File: src/rtl/fir_decim_output_stage.sv
// fir_decim_output_stage: decimate, round/saturate and FWFT-buffer the FIR output stream
module fir_decim_output_stage #(
  parameter int INPUT_WIDTH  = 26,
  parameter int OUTPUT_WIDTH = 16,
  parameter int DECIM_FACTOR = 4,
  parameter int DECIM_PHASE  = 0,
  parameter int FIFO_DEPTH   = 4
) (
  input  logic                             clk,
  input  logic                             rst_n,
  input  logic                             valid_in,
  input  logic signed [INPUT_WIDTH-1:0]    din,
  input  logic                             sync,
  input  logic                             ready_out,
  output logic                             valid_out,
  output logic [OUTPUT_WIDTH-1:0]          dout,
  output logic                             sat_pulse,
  output logic                             overflow,
  input  logic                             overflow_clr,
  output logic [$clog2(FIFO_DEPTH):0]      fifo_level
);
  localparam int CW = DECIM_FACTOR > 1 ? $clog2(DECIM_FACTOR) : 1;
  localparam int AW = $clog2(FIFO_DEPTH);
  localparam int D  = INPUT_WIDTH - OUTPUT_WIDTH;
  logic [CW-1:0] cnt, eff, cnt_nxt;
  logic keep, sat;
  logic [OUTPUT_WIDTH-1:0] rnd;
  always_comb begin
    eff     = sync ? '0 : cnt;
    keep    = valid_in && (eff == CW'(DECIM_PHASE));
    cnt_nxt = valid_in ? ((eff == CW'(DECIM_FACTOR - 1)) ? '0 : eff + 1'b1) : eff;
  end
  generate
    if (D > 0) begin : g_rnd
      localparam logic signed [INPUT_WIDTH:0] HALF = (INPUT_WIDTH+1)'(1) << (D - 1);
      localparam logic signed [INPUT_WIDTH:0] MAXV = (INPUT_WIDTH+1)'((1 << (OUTPUT_WIDTH - 1)) - 1);
      localparam logic signed [INPUT_WIDTH:0] MINV = ~MAXV;
      logic signed [INPUT_WIDTH:0] t;
      assign t   = ($signed({din[INPUT_WIDTH-1], din}) + HALF) >>> D;
      assign sat = (t > MAXV) || (t < MINV);
      assign rnd = (t > MAXV) ? {1'b0, {(OUTPUT_WIDTH-1){1'b1}}} :
                   (t < MINV) ? {1'b1, {(OUTPUT_WIDTH-1){1'b0}}} : t[OUTPUT_WIDTH-1:0];
    end else begin : g_ext
      assign sat = 1'b0;
      assign rnd = OUTPUT_WIDTH'(din);
    end
  endgenerate
  logic stg_v;
  logic [OUTPUT_WIDTH-1:0] stg_d, hold;
  logic [OUTPUT_WIDTH-1:0] mem [FIFO_DEPTH];
  logic [AW-1:0] wp, rp;
  logic full, pop, push, drop;
  always_comb begin
    full = fifo_level == (AW+1)'(FIFO_DEPTH);
    pop  = valid_out && ready_out;
    push = stg_v && (!full || pop);
    drop = stg_v && full && !pop;
  end
  assign valid_out = fifo_level != '0;
  assign dout      = valid_out ? mem[rp] : hold;
  always_ff @(posedge clk or negedge rst_n) begin
    if (!rst_n) begin
      cnt        <= '0;
      stg_v      <= 1'b0;
      stg_d      <= '0;
      sat_pulse  <= 1'b0;
      wp         <= '0;
      rp         <= '0;
      fifo_level <= '0;
      overflow   <= 1'b0;
      hold       <= '0;
    end else begin
      cnt        <= cnt_nxt;
      stg_v      <= keep;
      stg_d      <= keep ? rnd : stg_d;
      sat_pulse  <= keep && sat;
      wp         <= push ? wp + 1'b1 : wp;
      rp         <= pop ? rp + 1'b1 : rp;
      fifo_level <= fifo_level + (AW+1)'(push) - (AW+1)'(pop);
      overflow   <= drop ? 1'b1 : (overflow_clr ? 1'b0 : overflow);
      hold       <= pop ? mem[rp] : hold;
    end
  end
  always_ff @(posedge clk) begin
    if (push) mem[wp] <= stg_d;
  end
endmodule
File: config.mk
export PLATFORM = sky130hd
export DESIGN_NAME = fir_decim_output_stage
export DESIGN_NICKNAME = d
export VERILOG_FILES = /design/src/rtl/fir_decim_output_stage.sv
export SDC_FILE = /design/constraint.sdc
export NUM_CORES = 1
export LEC_CHECK = 0
export ABC_AREA = 1
export CORE_MARGIN = 5
export CORE_UTILIZATION = 55
export DETAILED_ROUTE_END_ITERATION = 10
export PLACE_DENSITY = 0.86
export REMOVE_ABC_BUFFERS = 1
export SLEW_MARGIN = 20
export SYNTH_ARGS = -nofsm -noshare
export SYNTH_HDL_FRONTEND = slang
export SYNTH_SLANG_ARGS = --single-unit
File: constraint.sdc
create_clock -name clk -period 4.65 [get_ports clk]
set_input_delay 0.93 -clock clk [delete_from_list [all_inputs] [get_ports clk]]
set_output_delay 0.93 -clock clk [all_outputs]
set_load 0.02 [all_outputs]
==> summary.txt <==
Worst setup path
  • Cell chain of the critical path: inv_1, a21oi_1, a32o_1, o21ai_0, clkdlybuf4s50_1
  • Worst r2r path cells: 11
  • Critical path endpoint category: output port
  • Slowest stage cell, crit path: inv_1
  • Setup CP Type: flip-flop to output port
  • CP Launch Type: flip-flop
  • CP Depth: 5
  • CP max FO: 32
  • Largest stage delay on the critical path: 0.76 ns
  • Internal reg-to-reg setup slack: between 2 and 2.5 ns
  • R2r endpoint: fifo_level[2]
  • Worst r2r src: fifo_level[1]
  • Total buffers and inverters traversed by the critical path: 2
  • Crit. Startpoint: rp[1]
  • WP data arrival: 2.75 ns
  • WP data required: approximately 3.7 ns
  • Crit-path leading delay family: buffers and inverters
  • CP endpoint: dout[9]

CTS
  • Reg clk slew, reported paths: 0.10 ns
  • Max H-tree Level: 3
  • CTS tree: yes
  • # Post-CTS Setup Buffers: 0
  • CTS Buffer Depth: 2
  • Post-CTS Resized: 0
  • Root buf cell: clkbuf_8
  • Worst-skew pair later-pin latency: approximately 0.36 ns
  • Post-CTS Hold Buffers: 0
  • Clock buffer count from CTS: 9
  • # clock sinks: 108

Logic synthesis
  • Synth Register Bits: 108
  • Syn. warnings: 0
  • Area leader, netlist: edfxtp_1
  • Top post-synthesis cells by area: edfxtp_1, dfrtp_1, nand2_1
  • Post-Syn Area: 4940 um2
  • Share of the synthesized area in the top cell type: 38.91%
  • Post-synthesis sequential area ratio: 61.20%
  • Mapped Cells: 494
  • Post-Syn Area per Cell: 9.999 um2
  • Distinct cells, synth: 28

Floorplan
  • Core region area: between 8000 and 9000 um2
  • Die Y: ~100 um
  • Die Wd: around 100 um
  • DIE AREA: 10980 um2
  • I/O pins: 54
  • Core Rows: 34
  • Initial core utilization: 56.64%

Hold path
  • Hold_sp: rp[1]
  • Type of the tightest min-delay check: flip-flop to flip-flop

STA
  • Crit path time final: 3.684 ns
  • Period utilization: 79.23%
  • Setup violators final: 0
  • Final hold vios: 0
  • Max-slew headroom: between 20% and 30%
  • Max Slew Vio Count: 0
  • Worst hold slack: 0.4758 ns
  • Highest clock rate: 271.4 MHz
  • RSZ-0062 raised after global routing: false
  • Worst Clk Skew: approximately 0.011 ns
  • Setup tns final: 0 ns
  • Measured slew at the worst slew-check pin: around 1.1 ns

Power and ir drop
  • PD cells: 584.4 nW/um2
  • Leak: 2.207 nW
  • Tot Pwr: 3.299 mW
  • Worst vdd ir: 0.2254 mV

Detailed routing
  • DRT iter0 DRCs: 224
  • DR WL/cell: about 15 um
  • Antenna viol nets, final: 0
  • Vias: 3472
  • Drt first pass iters: 4
  • DRC viols: 0
  • Vias per cell: 5.375
  • WL final: about 10000 um

Place
  • GP Congestion: between 0.9 and 1
  • HPWL after DPL: 6521 um
  • Area after DPL: 5449 um2
  • Port buffer count: 44

Final layout
  • Nets: 574
  • Diode count: 0
  • P&R area growth vs syn: 14.26%
  • Layout cells sized above 1: under 10%
  • Fin area: 5644 um2
  • Fillers: 664

Job
  • Maxcap violations: 0

Global routing
  • Vias in the first global route: about 3500
  • Overflow after GRT: 0
  • Largest net degree at the start of global routing: 45
  • Initial antenna violation count: 0
  • Tot GR Track Use: 18.75%
  • First-pass GRT wire length: ~17000 um

Run status
  • Status: finished, final reports clean
layout make-up:
type                       count  area [um2]  area share [%]
sequential                   108        3023           53.56
multi-input combinational    319        1649           29.22
timing repair buffer          48       467.9           8.291
inverter                      47       176.4           3.126
tap                          108       135.1           2.394
clock buffer                  10       127.6           2.261
clock inverter                 6       65.06           1.153
layout by cell type (no fill, tap or decap), types with 16 or more instances in the layout:
| cell | n |
|---|---|
| nand2_1 | 135 |
| edfxtp_1 | 64 |
| inv_1 | 46 |
| dfrtp_1 | 44 |
| clkdlybuf4s50_1 | 43 |
| nor2_1 | 35 |
| o21ai_0 | 32 |
| nand3_1 | 24 |
| a21oi_1 | 17 |
| a32o_1 | 16 |
cell usage after synthesis:
cell type / number
nand2_4: 1
o21ai_0: 32
nor3_1: 1
dfrtp_1: 44
clkbuf_1: 11
inv_1: 46
nand2_1: 135
nand3_1: 24
o22ai_1: 1
a21oi_1: 17
nor2_1: 38
o21ai_1: 4
a32o_1: 16
buf_2: 7
a21oi_2: 1
buf_4: 1
or2_2: 14
xor2_1: 8
nor2_2: 3
inv_2: 1
edfxtp_1: 64
nand2_2: 5
or2_1: 1
fa_1: 1
nor2_4: 1
ha_1: 8
buf_8: 1
xnor2_1: 8
report_power, final:
part           switching [mW]  internal [mW]  total [mW]
registers               0.117           1.27        1.39
logic                   0.804          0.556        1.36
clock network           0.303          0.248       0.551
total                    1.22           2.07        3.30
layer usage:
metal | up-vias | part of all wire, % | global-route usage [%]
met5 | - | 0 | 0
met4 | 0 | 1.7 | 7.306
met3 | 15 | 4.5 | 3.637
met2 | 87 | 51 | 31.43
met1 | 1662 | 43 | 24.14
li1 | 1708 | - | -
worst min path at each step:
| stage | cells after the start | slack (ns) | endpoint |
|---|---|---|---|
| 2_1_floorplan | 1 | 0.44 | rp[1] |
| 3_3_place_gp | 1 | 0.46 | rp[1] |
| 3_5_place_dp | 1 | 0.46 | rp[1] |
| 4_1_cts | 1 | 0.47 | rp[1] |
| 5_1_grt | 1 | 0.51 | rp[1] |
| 6_report | 1 | 0.48 | rp[1] |
state kept, by name (all words and copies together), names as in the netlist:
signal      flops
wp              2
sat_pulse       1
stg_d          16
hold           16
overflow        1
mem            64
fifo_level      3
stg_v           1
rp              2
cnt             2
cells by family after synthesis:
group | Yosys count | synth area share [%]
XOR/XNOR | 16 | 2.837
AO/OA/AOI/OAI | 71 | 8.916
adder cells (fa/ha/maj) | 9 | 2.432
flip-flops | 108 | 61.20
buffers and inverters | 67 | 5.572
AND/OR/NAND/NOR | 223 | 19.05
metrics by stage:
| stage | cells | utilization (%) | setup WS (ns) |
|---|---|---|---|
| CTS | 646 | 64.69 | 0.9734 |
| floorplan | 474 | - | 1.652 |
| finish | 646 | 64.72 | 0.9658 |
| global route | 646 | 64.72 | 0.8141 |
| global placement | 630 | 62.48 | 1.510 |
| detailed placement | 630 | 62.48 | 1.415 |
Note: power is estimated with default switching activity, not from simulation.
